==> src/rtl/wb_slave_mux.sv <==
// Wishbone address decoder and registered response multiplexer for NSLV peripherals.
// Misses and hung slaves are terminated with ERR_WORD, so the master never stalls.
module wb_slave_mux #(
    parameter int                                   NSLV     = 4,
    parameter int                                   DW       = 32,
    parameter int                                   AW       = 32,
    parameter int                                   DEC_HI   = 31,
    parameter int                                   DEC_LO   = 20,
    parameter logic [NSLV*(DEC_HI-DEC_LO+1)-1:0]    SLV_BASE = {12'h303, 12'h302, 12'h301, 12'h300},
    parameter int                                   TIMEOUT  = 255,
    parameter logic [DW-1:0]                        ERR_WORD = 32'hDEAD_BEEF
) (
    input  logic                 wb_clk_i,
    input  logic                 rst_n,
    input  logic                 wbs_stb_i,
    input  logic                 wbs_cyc_i,
    input  logic                 wbs_we_i,
    input  logic [DW/8-1:0]      wbs_sel_i,
    input  logic [AW-1:0]        wbs_adr_i,
    input  logic [DW-1:0]        wbs_dat_i,
    output logic                 wbs_ack_o,
    output logic [DW-1:0]        wbs_dat_o,
    output logic                 err_o,
    output logic [7:0]           err_cnt_o,
    output logic [NSLV-1:0]      s_stb_o,
    output logic [NSLV-1:0]      s_cyc_o,
    output logic                 s_we_o,
    output logic [DW/8-1:0]      s_sel_o,
    output logic [AW-1:0]        s_adr_o,
    output logic [DW-1:0]        s_dat_o,
    input  logic [NSLV-1:0]      s_ack_i,
    input  logic [NSLV*DW-1:0]   s_dat_i
);

    localparam int DECW = DEC_HI - DEC_LO + 1;
    localparam int SELW = (NSLV > 1) ? $clog2(NSLV) : 1;

    typedef enum logic [1:0] {IDLE, BUSY, RESP} state_t;

    state_t              state_q, state_d;
    logic [SELW-1:0]     sel_q;
    logic                we_q;
    logic [DW/8-1:0]     bsel_q;
    logic [AW-1:0]       adr_q;
    logic [DW-1:0]       dat_q;
    logic [DW-1:0]       rdat_q;
    logic [15:0]         cnt_q;
    logic                err_q;
    logic [7:0]          err_cnt_q;
    logic                guard_q;

    logic                valid;
    logic                hit;
    logic [SELW-1:0]     hit_idx;
    logic                ack_sel;
    logic                tmo;

    assign valid   = wbs_stb_i & wbs_cyc_i;
    assign ack_sel = s_ack_i[sel_q];
    assign tmo     = (cnt_q == 16'(TIMEOUT - 1));

    // Descending scan so the lowest matching window is the last assignment and wins.
    always_comb begin
        hit     = 1'b0;
        hit_idx = '0;
        for (int i = NSLV - 1; i >= 0; i--) begin
            if (wbs_adr_i[DEC_HI:DEC_LO] == SLV_BASE[i*DECW +: DECW]) begin
                hit     = 1'b1;
                hit_idx = SELW'(i);
            end
        end
    end

    // NOTE: every variable gets a default before the case so no latch is inferred.
    always_comb begin
        state_d = state_q;
        case (state_q)
            IDLE: if (valid && !guard_q) state_d = hit ? BUSY : RESP;
            BUSY: begin
                if (!valid)                state_d = IDLE;
                else if (ack_sel || tmo)   state_d = RESP;
            end
            RESP:    state_d = IDLE;
            default: state_d = IDLE;
        endcase
    end

    // NOTE: sequential state uses non-blocking assignments only; reset is synchronous here.
    always_ff @(posedge wb_clk_i) begin
        if (!rst_n) state_q <= IDLE;
        else        state_q <= state_d;
    end

    always_ff @(posedge wb_clk_i) begin
        if (!rst_n) begin
            sel_q     <= '0;
            we_q      <= 1'b0;
            bsel_q    <= '0;
            adr_q     <= '0;
            dat_q     <= '0;
            rdat_q    <= '0;
            cnt_q     <= '0;
            err_q     <= 1'b0;
            err_cnt_q <= '0;
            guard_q   <= 1'b0;
        end else begin
            // Blocks decode in the IDLE cycle right after RESP so a lingering stb is not re-taken.
            guard_q <= (state_q == RESP);
            case (state_q)
                IDLE: begin
                    if (valid && !guard_q) begin
                        sel_q  <= hit_idx;
                        we_q   <= wbs_we_i;
                        bsel_q <= wbs_sel_i;
                        adr_q  <= wbs_adr_i;
                        dat_q  <= wbs_dat_i;
                        cnt_q  <= '0;
                        err_q  <= ~hit;
                        if (!hit) rdat_q <= ERR_WORD;
                    end
                end
                BUSY: begin
                    if (valid) begin
                        cnt_q <= cnt_q + 16'd1;
                        if (ack_sel) begin
                            rdat_q <= s_dat_i[int'(sel_q)*DW +: DW];
                            err_q  <= 1'b0;
                        end else if (tmo) begin
                            rdat_q <= ERR_WORD;
                            err_q  <= 1'b1;
                        end
                    end
                end
                RESP: begin
                    if (err_q && err_cnt_q != 8'hFF) err_cnt_q <= err_cnt_q + 8'd1;
                end
                default: ;
            endcase
        end
    end

    always_comb begin
        s_stb_o = '0;
        if (state_q == BUSY) s_stb_o[sel_q] = 1'b1;
    end

    assign s_cyc_o   = s_stb_o;
    assign s_we_o    = we_q;
    assign s_sel_o   = bsel_q;
    assign s_adr_o   = adr_q;
    assign s_dat_o   = dat_q;
    assign wbs_ack_o = (state_q == RESP);
    assign err_o     = (state_q == RESP) & err_q;
    assign wbs_dat_o = rdat_q;
    assign err_cnt_o = err_cnt_q;

endmodule

==> config.mk <==
export PLATFORM = sky130hd
export DESIGN_NAME = wb_slave_mux
export DESIGN_NICKNAME = d
export VERILOG_FILES = /design/src/rtl/wb_slave_mux.sv
export SDC_FILE = /design/constraint.sdc
export NUM_CORES = 1
export LEC_CHECK = 0
export CAP_MARGIN = 20
export CORE_MARGIN = 3
export CORE_UTILIZATION = 36
export CTS_CLUSTER_SIZE = 12
export DETAILED_ROUTE_END_ITERATION = 10
export GPL_ROUTABILITY_DRIVEN = 0
export PLACE_DENSITY_LB_ADDON = 0.08
export SLEW_MARGIN = 20
export SYNTH_ARGS = -nofsm -noshare
export SYNTH_HDL_FRONTEND = slang
export SYNTH_SLANG_ARGS = --single-unit
==> constraint.sdc <==
create_clock -name wb_clk_i -period 1.75 [get_ports wb_clk_i]
set_input_delay 0.35 -clock wb_clk_i [delete_from_list [all_inputs] [get_ports wb_clk_i]]
set_output_delay 0.35 -clock wb_clk_i [all_outputs]
set_load 0.02 [all_outputs]
==> impl_results.md, run 1 <==
* Post-synth top flop: dfxtp_1
* Port bufs at 323
* WL/cell at between 15 and 20 um
* Worst Hold Class: in2reg
* Design area at 10,600 um^2
* Syn nets at 880
* Violated checks: setup timing
* Cts bufs inserted at 17
* I/O pin count at 324
* Routed Antenna Nets at 0
* Sequential cell area fraction in the yosys report at 43.4%
* Antenna violations before repair at 0
* # clock sinks at 131
* Critical Path Start Type: register
* Pins over their slew limit at 0
* Final Skew at 5.75 ps
* RSZ-0062 raised after global routing: yes
* Number of diodes at 0
* Post-synth cell types at 43
* PD cells at ~800 nW/um^2
* Clock Tree Root: clkbuf_16
* Die area at 18,400 um^2
* Worst EP arrival at 2300 ps
* Worst Tran Pin Value at 526 ps
* Max-capacitance violation count at 0
* Final worst slack at -218 ps
* First-pass DRT Iterations at 5
* Vias per inst at between 5 and 6
* Clk Latency, worst-skew pair at 410 ps
* Met2 global-route usage at 38.4%
* Final wirelength at 22,000 um
* Final-report hold violation count at 0
* Core box area at 16,200 um^2
* H-Tree Depth at 4
* Post-Syn Instances at 672
* Pin count of the biggest net entering global routing at 76
* Worst-path fanout max at 7
* Pre-CTS setup slack at -620 ps
* GRT met3 Usage at under 10%
* Starting DRT DRC Count at 228
* Synth Area per Inst at roughly 9.0 um^2
* Hpwl dp at 16,900 um
* Global-route met1 utilization at between 20 and 30%
* EDFF count, synth at 0
* Required time at the worst-slack endpoint at 2080 ps
* Post-synth ARST share at 0%
* Clk buf depth at 2
* Grt total ovfl at 0
* Die Y-Extent at 136 um
* Relative slew slack at 65.0%
* Status: finished, violations left
* Max frequency at 508 MHz
* Routed vias at 6,253
* Vias in the first global route at approximately 6,400
* Share of layout cells above drive strength 1 at around 14%
* CTS tree: done
* Cell area after synthesis at 6040 um^2
* Area grow syn2layout at 74.9%
* Clk pin slew, worst setup/hold paths at 60 ps
* WS Path Type: reg2reg
* Nets at approximately 1,200
* First-pass GRT wire length at 32,900 um
* Hold-fix buffers at CTS at 0
* Maximum vdd drop at 0.000598 V
* DRC at 0
* Period utilisation layout at 112%
* DIE WIDTH at about 140 um
* Tmin final at slightly below 2000 ps
* Lkg Pwr at 4.89 nW
* # rows at 46
* #FFs+latches synth at 131
* Critical Path End Type: register
* GRT Max-Usage Layer: met2
* Initial core utilization at about 37%
* Syn. warnings at 0
* Total Routing Usage GR at 22.8%
* Placed cell area at 9730 um^2
* Final setup fails at 36
[final timing paths]
kind / start / to / slack [ps] / cells after the start
setup / recovery: sel_q[0] / wbs_dat_o[9] / -220 / 6
hold reg to reg: s_adr_o[24] / s_adr_o[24] / 450 / 2
hold / removal: rst_n / err_cnt_o[2] / 270 / 3
setup reg to reg: sel_q[0] / wbs_dat_o[9] / -220 / 6
[cells in the final DEF, fill, tap and decap left out, drive strengths merged, types with 5 or more instances in the layout]
cell type        n
o21ai           29
nand3           15
nor2            16
or3              5
buf             59
clkbuf          25
nand4            5
nor4             5
nand2          187
dfxtp          131
inv             10
clkdlybuf4s50  225
nand2b           6
dlygate4sd2     41
mux2i           38
a21oi           80
dlymetal6s2s    46
mux4            33
or4              6
o31ai            6
[what timing repair did]
action | 4_1_cts | 5_1_grt
endpoints found under the setup margin | 87 | 96
setup buffers | 0 | 4
resized for setup | 100 | 60
pin swaps | 0 | 3
gates cloned | 0 | 3
[cell usage after synthesis (5+ instances only)]
cell type	n	share of area (%)
nand2_1	187	12
dfxtp_1	131	43
a21oi_1	80	6.6
clkbuf_1	40	2.5
mux2i_1	38	6.3
mux4_2	33	12
o21ai_0	29	2.4
nor2_1	16	0.99
nand3_1	15	1.2
inv_1	9	0.56
buf_2	6	0.50
nand2b_1	6	0.62
o31ai_1	6	0.75
or4_1	6	0.75
nand4_1	5	0.52
nor4_1	5	0.52
or3_1	5	0.52
[worst max-delay path: stages (launching register included)]
cell      delay [ps]
dfxtp_4          360
mux4_2           540
a41o_1           270
o221ai_4         210
buf_12           170
buf_8            130
mux2i_1          210
[per-stage QoR]
step	hold slack [ps]	util, %	cells	total power [mW]	TNS [ps]
after floorplan	443	-	672	3.77	-2050
after global placement	441	60.1	1203	4.63	-31290
after detailed placement	445	60.1	1203	4.65	-33780
after CTS	261	63.8	1235	8.28	-6590
after global routing	296	65.3	1242	8.53	-8360
final	275	65.3	1242	8.23	-6200
[power by group]
| part | internal [mW] | switching [mW] | total (mW) |
|---|---|---|---|
| clock | 2.35 | 1.29 | 3.64 |
| sequential | 3.11 | 0.0690 | 3.18 |
| combinational | 0.808 | 0.601 | 1.41 |
[flip-flops by register name (all words and copies together) (netlist names)]
register   count
err_q          1
guard_q        1
err_cnt_o      8
s_adr_o       32
wbs_dat_o     32
sel_q          2
state_q        2
cnt_q         16
s_we_o         1
s_sel_o        4
s_dat_o       32
[cell type report]
cell class / count / area (um^2)
Fill cell: 1334 / 5610
Clock inverter: 9 / 128
Timing Repair Buffer: 375 / 3810
Sequential cell: 131 / 2630
Clock buffer: 23 / 478
Inverter: 10 / 40.0
Multi-Input combinational cell: 478 / 3210
Tap cell: 216 / 270
[metal layers]
layer,part of all wire [%],vias to the layer above
met5,0,-
met2,49,262
met1,38,2904
li1,-,3037
met3,9.1,50
met4,3.6,0
[logic make-up (layout without fill, tap and decap cells)]
kind of cell,Yosys count,after routing,share of synthesized area (%)
muxes,72,72,18.8
buffers and inverters,63,417,4.66
and+or+nand+nor,270,270,19.9
AOI/OAI and AO/OA,125,125,11.5
DFF,131,131,43.4
xor gates and xnor gates,8,8,1.16
adders and majority gates,3,3,0.621
Power figures use the tool's default switching activity.
==> run 2: changes to the inputs <==
CORE_MARGIN = 10   (was 3)
==> run 2 against run 1 <==
  * The flow still finishes with violations (setup timing)
  * Sequential share of layout area down 0.24 points
  * Combinational power about the same
  * Final cell count up 0.97%
  * Power up 1.5%
  * Global-route usage down 2.5 points
  * Clock power up 4%
  * Final area up 0.79%
  * Largest cell class unchanged
==> impl_results.md, run 2 (synthesis gave the netlist of run 1 again) <==
* Clock Tree Root: clkbuf_16
* Worst r2r dst: wbs_dat_o[7]
* Clk pin slew, worst setup/hold paths at 60 ps (about the same)
* Clk buf depth at 2 (unchanged)
* DRC at 0 (unchanged)
* Tmin final at 1920 ps (-52.1 ps)
* Status: finished, violations left
* # clock sinks at 131 (unchanged)
* GRT met3 Usage at 10.2% (+0.99 points)
* Grt total ovfl at 0 (unchanged)
* Final setup fails at 32 (-11%)
* Critical Path Start Type: register
* Clk Latency, worst-skew pair at 420 ps (about the same)
* First-pass GRT wire length at 35,600 um (+8.2%)
* Antenna violations before repair at 0 (unchanged)
* Final wirelength at 23,800 um (+8.0%)
* Hpwl dp at 18,300 um (+8.4%)
* First-pass DRT Iterations at 4 (-1)
* Maximum vdd drop at 0.000577 V (-3.5%)
* Pin count of the biggest net entering global routing at 65 (-14%)
* Routed Antenna Nets at 0 (unchanged)
* Design area at 10,600 um^2 (+0.79%)
* R2r startpoint: sel_q[0]
* PD cells at 785 nW/um^2 (+0.70%)
* Worst Hold Class: in2reg
* Initial core utilization at 36.6% (-0.79 points)
* Worst-path fanout max at 16 (+9)
* Die area at 22,400 um^2 (+22%)
* DIE WIDTH at 150 um (+10%)
* I/O pin count at 324 (unchanged)
* Routed vias at 6,170 (-1.3%)
* Area grow syn2layout at 76.2%
* Met2 global-route usage at 32.8% (-5.6 points)
* Reg2Reg Setup Slack at -170 ps (+50 ps)
* Leading cell types in the layout, fill and taps excluded: clkdlybuf4s50_1, nand2_1, dfxtp_1, a21oi_1, dlygate4sd2_1
* Most common cell after layout, fill and taps aside: clkdlybuf4s50_1
* CTS tree: done
* Global-route met1 utilization at 23.6% (-1.8 points)
* Final Skew at 10.5 ps (+4.73 ps)
* RSZ-0062 raised after global routing: yes
* # rows at 47 (+2.2%)
* Total Routing Usage GR at 20.4% (-2.5 points)
* Period utilisation layout at 109% (-3.0 points)
* Max frequency at 522 MHz (+2.7%)
* Final worst slack at -166 ps (+52.1 ps)
* H-Tree Depth at 4 (unchanged)
* Lkg Pwr at 4.98 nW (+1.8%)
* WL/cell at 19.0 um (+6.9%)
* WS Path Type: reg2reg
* Vias in the first global route at 6,152 (-3.4%)
* Placed Instances at 1,213 (+0.83%)
* R2R depth at 5 (-1)
* Share of layout cells above drive strength 1 at 16.2% (+1.8 points)
* Die Y-Extent at 150 um (+10%)
* Relative slew slack at 77.8% (+13 points)
* Critical Path End Type: register
* Register Area at 2630 um^2 (-0.19%)
* Core box area at 16,500 um^2 (+2.2%)
* Fill cells at 1,416 (+6.1%)
* Hold path endpoint: s_adr_o[28]
* GRT Max-Usage Layer: met2
* Hold path depth at 3 (unchanged)
* Hold-fix buffers at CTS at 0 (unchanged)
* Fin cells at 1,254 (+0.97%)
* Nets at 1,228 (+0.57%)
* Violated checks: setup timing
* Max-capacitance violation count at 0 (unchanged)
* Worst Tran Pin Value at 329 ps (-197 ps)
* Port bufs at 323 (unchanged)
* Final-report hold violation count at 0 (unchanged)
* Placed cell area at 9790 um^2 (+0.64%)
* Pins over their slew limit at 0 (unchanged)
* Vias per inst at 4.92 (-2.3%)
* Area of the multi-input gates at 3270 um^2 (+1.9%)
* Starting DRT DRC Count at 240 (+5.3%)
* Worst EP arrival at 2250 ps (-50 ps)
* Cts bufs inserted at 17 (unchanged)
* Hold Startpoint: wbs_adr_i[28]
* Required time at the worst-slack endpoint at 2090 ps (about the same)
## run 2: critical path, stage by stage (launching register included)
cell,delay (ps)
dfxtp_2,330
mux4_2,520
a41o_1,270
o221ai_4,270
buf_12,210
mux2i_1,210
## run 2: final cells by class
class	count	area share, %
inverters	10	0.376
flip-flops and latches	131	24.7
repair buffers	382	35.7
well taps	220	2.58
diodes	1	0.0235
multi-input cells	478	30.7
clock inverters	14	1.89
clock buffers	18	4.03
## run 2: repair_timing
action	in CTS	in global routing
pin swaps	8	7
cloned	1	0
resized for setup	126	68
endpoints found under the setup margin	101	95
buffers inserted	4	4
## run 2: report_power, final
group	internal (mW)	leakage, nW	switching (mW)
registers	3.12	1.07	0.0643
logic	0.778	3.60	0.604
clock network	2.41	0.302	1.39
## run 2: worst max-delay path by stage
stage / startpoint / endpoint / slack [ps] / depth (start not counted)
6_report: sel_q[0] / wbs_dat_o[7] / -170 / 5
5_1_grt: sel_q[0] / wbs_dat_o[9] / -260 / 5
4_1_cts: sel_q[0] / wbs_dat_o[21] / -190 / 6
3_5_place_dp: wbs_adr_i[31] / wbs_dat_o[27] / -730 / 7
3_3_place_gp: wbs_adr_i[31] / wbs_dat_o[1] / -680 / 7
2_1_floorplan: s_ack_i[3] / wbs_dat_o[0] / -70 / 5
## run 2: through the flow
| stage | hold slack [ps] | utilization [%] | TNS (ps) | power [mW] | setup slack, ps |
|---|---|---|---|---|---|
| after floorplan | 443 | - | -2050 | 3.77 | -68.5 |
| after global placement | 440 | 59.2 | -35070 | 4.65 | -682 |
| after detailed placement | 446 | 59.2 | -37960 | 4.66 | -731 |
| after CTS | 318 | 63.4 | -4990 | 8.45 | -192 |
| after global routing | 230 | 64.4 | -7100 | 8.69 | -257 |
| final | 244 | 64.4 | -4270 | 8.36 | -166 |
## run 2: routing by layer
metal | share of wire [%] | up-vias
li1 | - | 3048
met3 | 11 | 13
met1 | 40 | 2875
met5 | 0 | -
met2 | 48 | 234
met4 | 0.72 | 0
==> run 3: changes to the inputs <==
GPL_TIMING_DRIVEN = 0   (was default)
SLEW_MARGIN = default   (was 20)
==> run 3 against run 2 <==
  * The run still ends with setup timing left
  * Fmax decreased by 2.6%
  * Die area unchanged
  * Final cell count increased by 1.7%
  * Setup slack got worse by 51 ps
  * Critical path depth increased by 1
  * Wire length increased by 7.0%
  * Power decreased by 4.5%
  * Combinational power about the same
  * Clock skew decreased by 2.2 ps
  * Global-route usage increased by 1.3 points
  * Register-to-register slack got worse by 50 ps
  * Sequential share of layout area decreased by 0.10 points
  * Largest cell class unchanged
==> impl_results.md, run 3 (synthesis gave the netlist of run 1 again) <==
* Status: finished, violations left
* Violated checks: setup timing
* Vias in the first global route at 6,389 (+3.9%)
* Routed vias at 6,348 (+2.9%)
* Vias per inst at 4.98 (+1.2%)
* Met3 wire len at 2680 um (-0.78%)
* DIE WIDTH at 150 um (unchanged)
* Maximum vdd drop at 0.000667 V (+15%)
* Routed Antenna Nets at 0 (unchanged)
* Final Util at 64.9% (+0.48 points)
* Critical Path Start Type: register
* Port bufs at 323 (unchanged)
* Final Skew at 8.29 ps (-2.19 ps)
* Initial core utilization at 36.6% (unchanged)
* Most common cell after layout, fill and taps aside: clkdlybuf4s50_1
* Required time at the worst-slack endpoint at 2090 ps (about the same)
* Worst EP arrival at 2310 ps (+60 ps)
* Clk Latency, worst-skew pair at 420 ps (about the same)
* Final wirelength at 25,500 um (+7.0%)
* Nets at 1,250 (+1.8%)
* Final TNS setup at -7060 ps (-2790 ps)
* WL met2 at 12,300 um (+8.0%)
* Area grow syn2layout at 77.6%
* Hold-fix buffers at CTS at 0 (unchanged)
* Cts bufs inserted at 17 (unchanged)
* Clk buf depth at 2 (unchanged)
* Critical Path End Type: register
* WL/cell at 20.0 um (+5.3%)
* Power, Total at 7.98 mW (-4.5%)
* Grt total ovfl at 0 (unchanged)
* Starting DRT DRC Count at 262 (+9.2%)
* Hpwl dp at 19,900 um (+9.1%)
* First-pass GRT wire length at 37,500 um (+5.4%)
* First-pass DRT Iterations at 5 (+1)
* Uppermost layer routed: met4
* Relative slew slack at 63.8% (-14 points)
* Worst-path fanout max at 7 (-9)
* Core box area at 16,500 um^2 (unchanged)
* Final worst slack at -217 ps (-51.2 ps)
* Antenna violations before repair at 0 (unchanged)
* Share of layout cells above drive strength 1 at 15.9% (-0.24 points)
* # clock sinks at 131 (unchanged)
* # rows at 47 (unchanged)
* H-Tree Depth at 4 (unchanged)
* Max frequency at 508 MHz (-2.6%)
* WS Path Type: reg2reg
* Final-report hold violation count at 0 (unchanged)
* Final setup fails at 41 (+28%)
* PD cells at 744 nW/um^2 (-5.2%)
* Clock Tree Root: clkbuf_16
* Tmin final at 1970 ps (+51.2 ps)
* M1 WL at 10,200 um (+6.4%)
* Die Y-Extent at 150 um (unchanged)
* Lkg Pwr at 4.93 nW (-0.88%)
* Max-capacitance violation count at 0 (unchanged)
* RSZ-0062 raised after global routing: yes
* Die area at 22,400 um^2 (unchanged)
* Clk pin slew, worst setup/hold paths at 60 ps (about the same)
* Leading cell types in the layout, fill and taps excluded: clkdlybuf4s50_1, nand2_1, dfxtp_1, a21oi_1, dlygate4sd2_1
* Total Routing Usage GR at 21.7% (+1.3 points)
* Pins over their slew limit at 0 (unchanged)
* CTS tree: done
* Period utilisation layout at 112% (+2.9 points)
* Worst Hold Class: in2reg
* Worst Tran Pin Value at 535 ps (+207 ps)
* Pin count of the biggest net entering global routing at 17 (-74%)
* DRC at 0 (unchanged)
* I/O pin count at 324 (unchanged)
* Number of diodes at 0 (-1)
run 3: changes by cell type in the layout (fill, tap and decap cells not counted), sizes merged, moves of 2 or more:
cell	change
inv	-4
clkbuf	+36
dlymetal6s2s	-3
bufinv	-3
clkinvlp	+3
dlygate4sd2	-3
clkinv	+2
buf	-14
clkdlybuf4s50	+7
run 3: what timing repair did:
action                                  CTS  global route
gates resized for setup                 166            87
pin swaps                                 8             7
cloned                                    1             2
setup buffers                            18            11
endpoints found under the setup margin  182           164
run 3: final timing paths:
kind	depth (start not counted)	slack, ps	from	endpoint
hold reg to reg	2	450	s_we_o	s_we_o
setup reg to reg	6	-220	sel_q[0]	wbs_dat_o[12]
hold / removal	3	430	wbs_stb_i	state_q[1]
setup / recovery	6	-220	sel_q[0]	wbs_dat_o[12]
run 3: through the flow:
stage	worst slack, ps	instances	area (um^2)	hold slack [ps]
after floorplan	-68.5	672	6060	443
after global placement	-772	1215	9570	441
after detailed placement	-789	1215	9570	446
after CTS	-202	1265	10400	454
after global routing	-281	1275	10700	453
final	-217	1275	10700	426
run 3: worst max-delay path, stage by stage (launching register included):
cell	delay [ps]
dfxtp_4	370
mux4_2	540
a41o_4	280
o221ai_4	190
buf_12	180
clkbuf_16	150
mux2i_1	180
run 3: routing by layer:
layer  up-vias  track usage, %
met5         -               0
li1       3100               -
met2       255            35.9
met4         0            6.08
met3        23            9.69
met1      2970            24.7
run 3: area by class of cell:
class	count	area, um^2
sequential	131	2640
clock buffer	20	457
clock inverter	12	109
fill	1399	5800
multi-input combinational	478	3250
buffer	49	372
inverter	10	37.5
tap	220	275
timing repair buffer	355	3590
run 3: power breakdown:
part | total [mW] | switching, mW | internal, mW
Combinational | 1.41 | 0.622 | 0.790
Clock | 3.38 | 1.36 | 2.02
Sequential | 3.18 | 0.0666 | 3.11
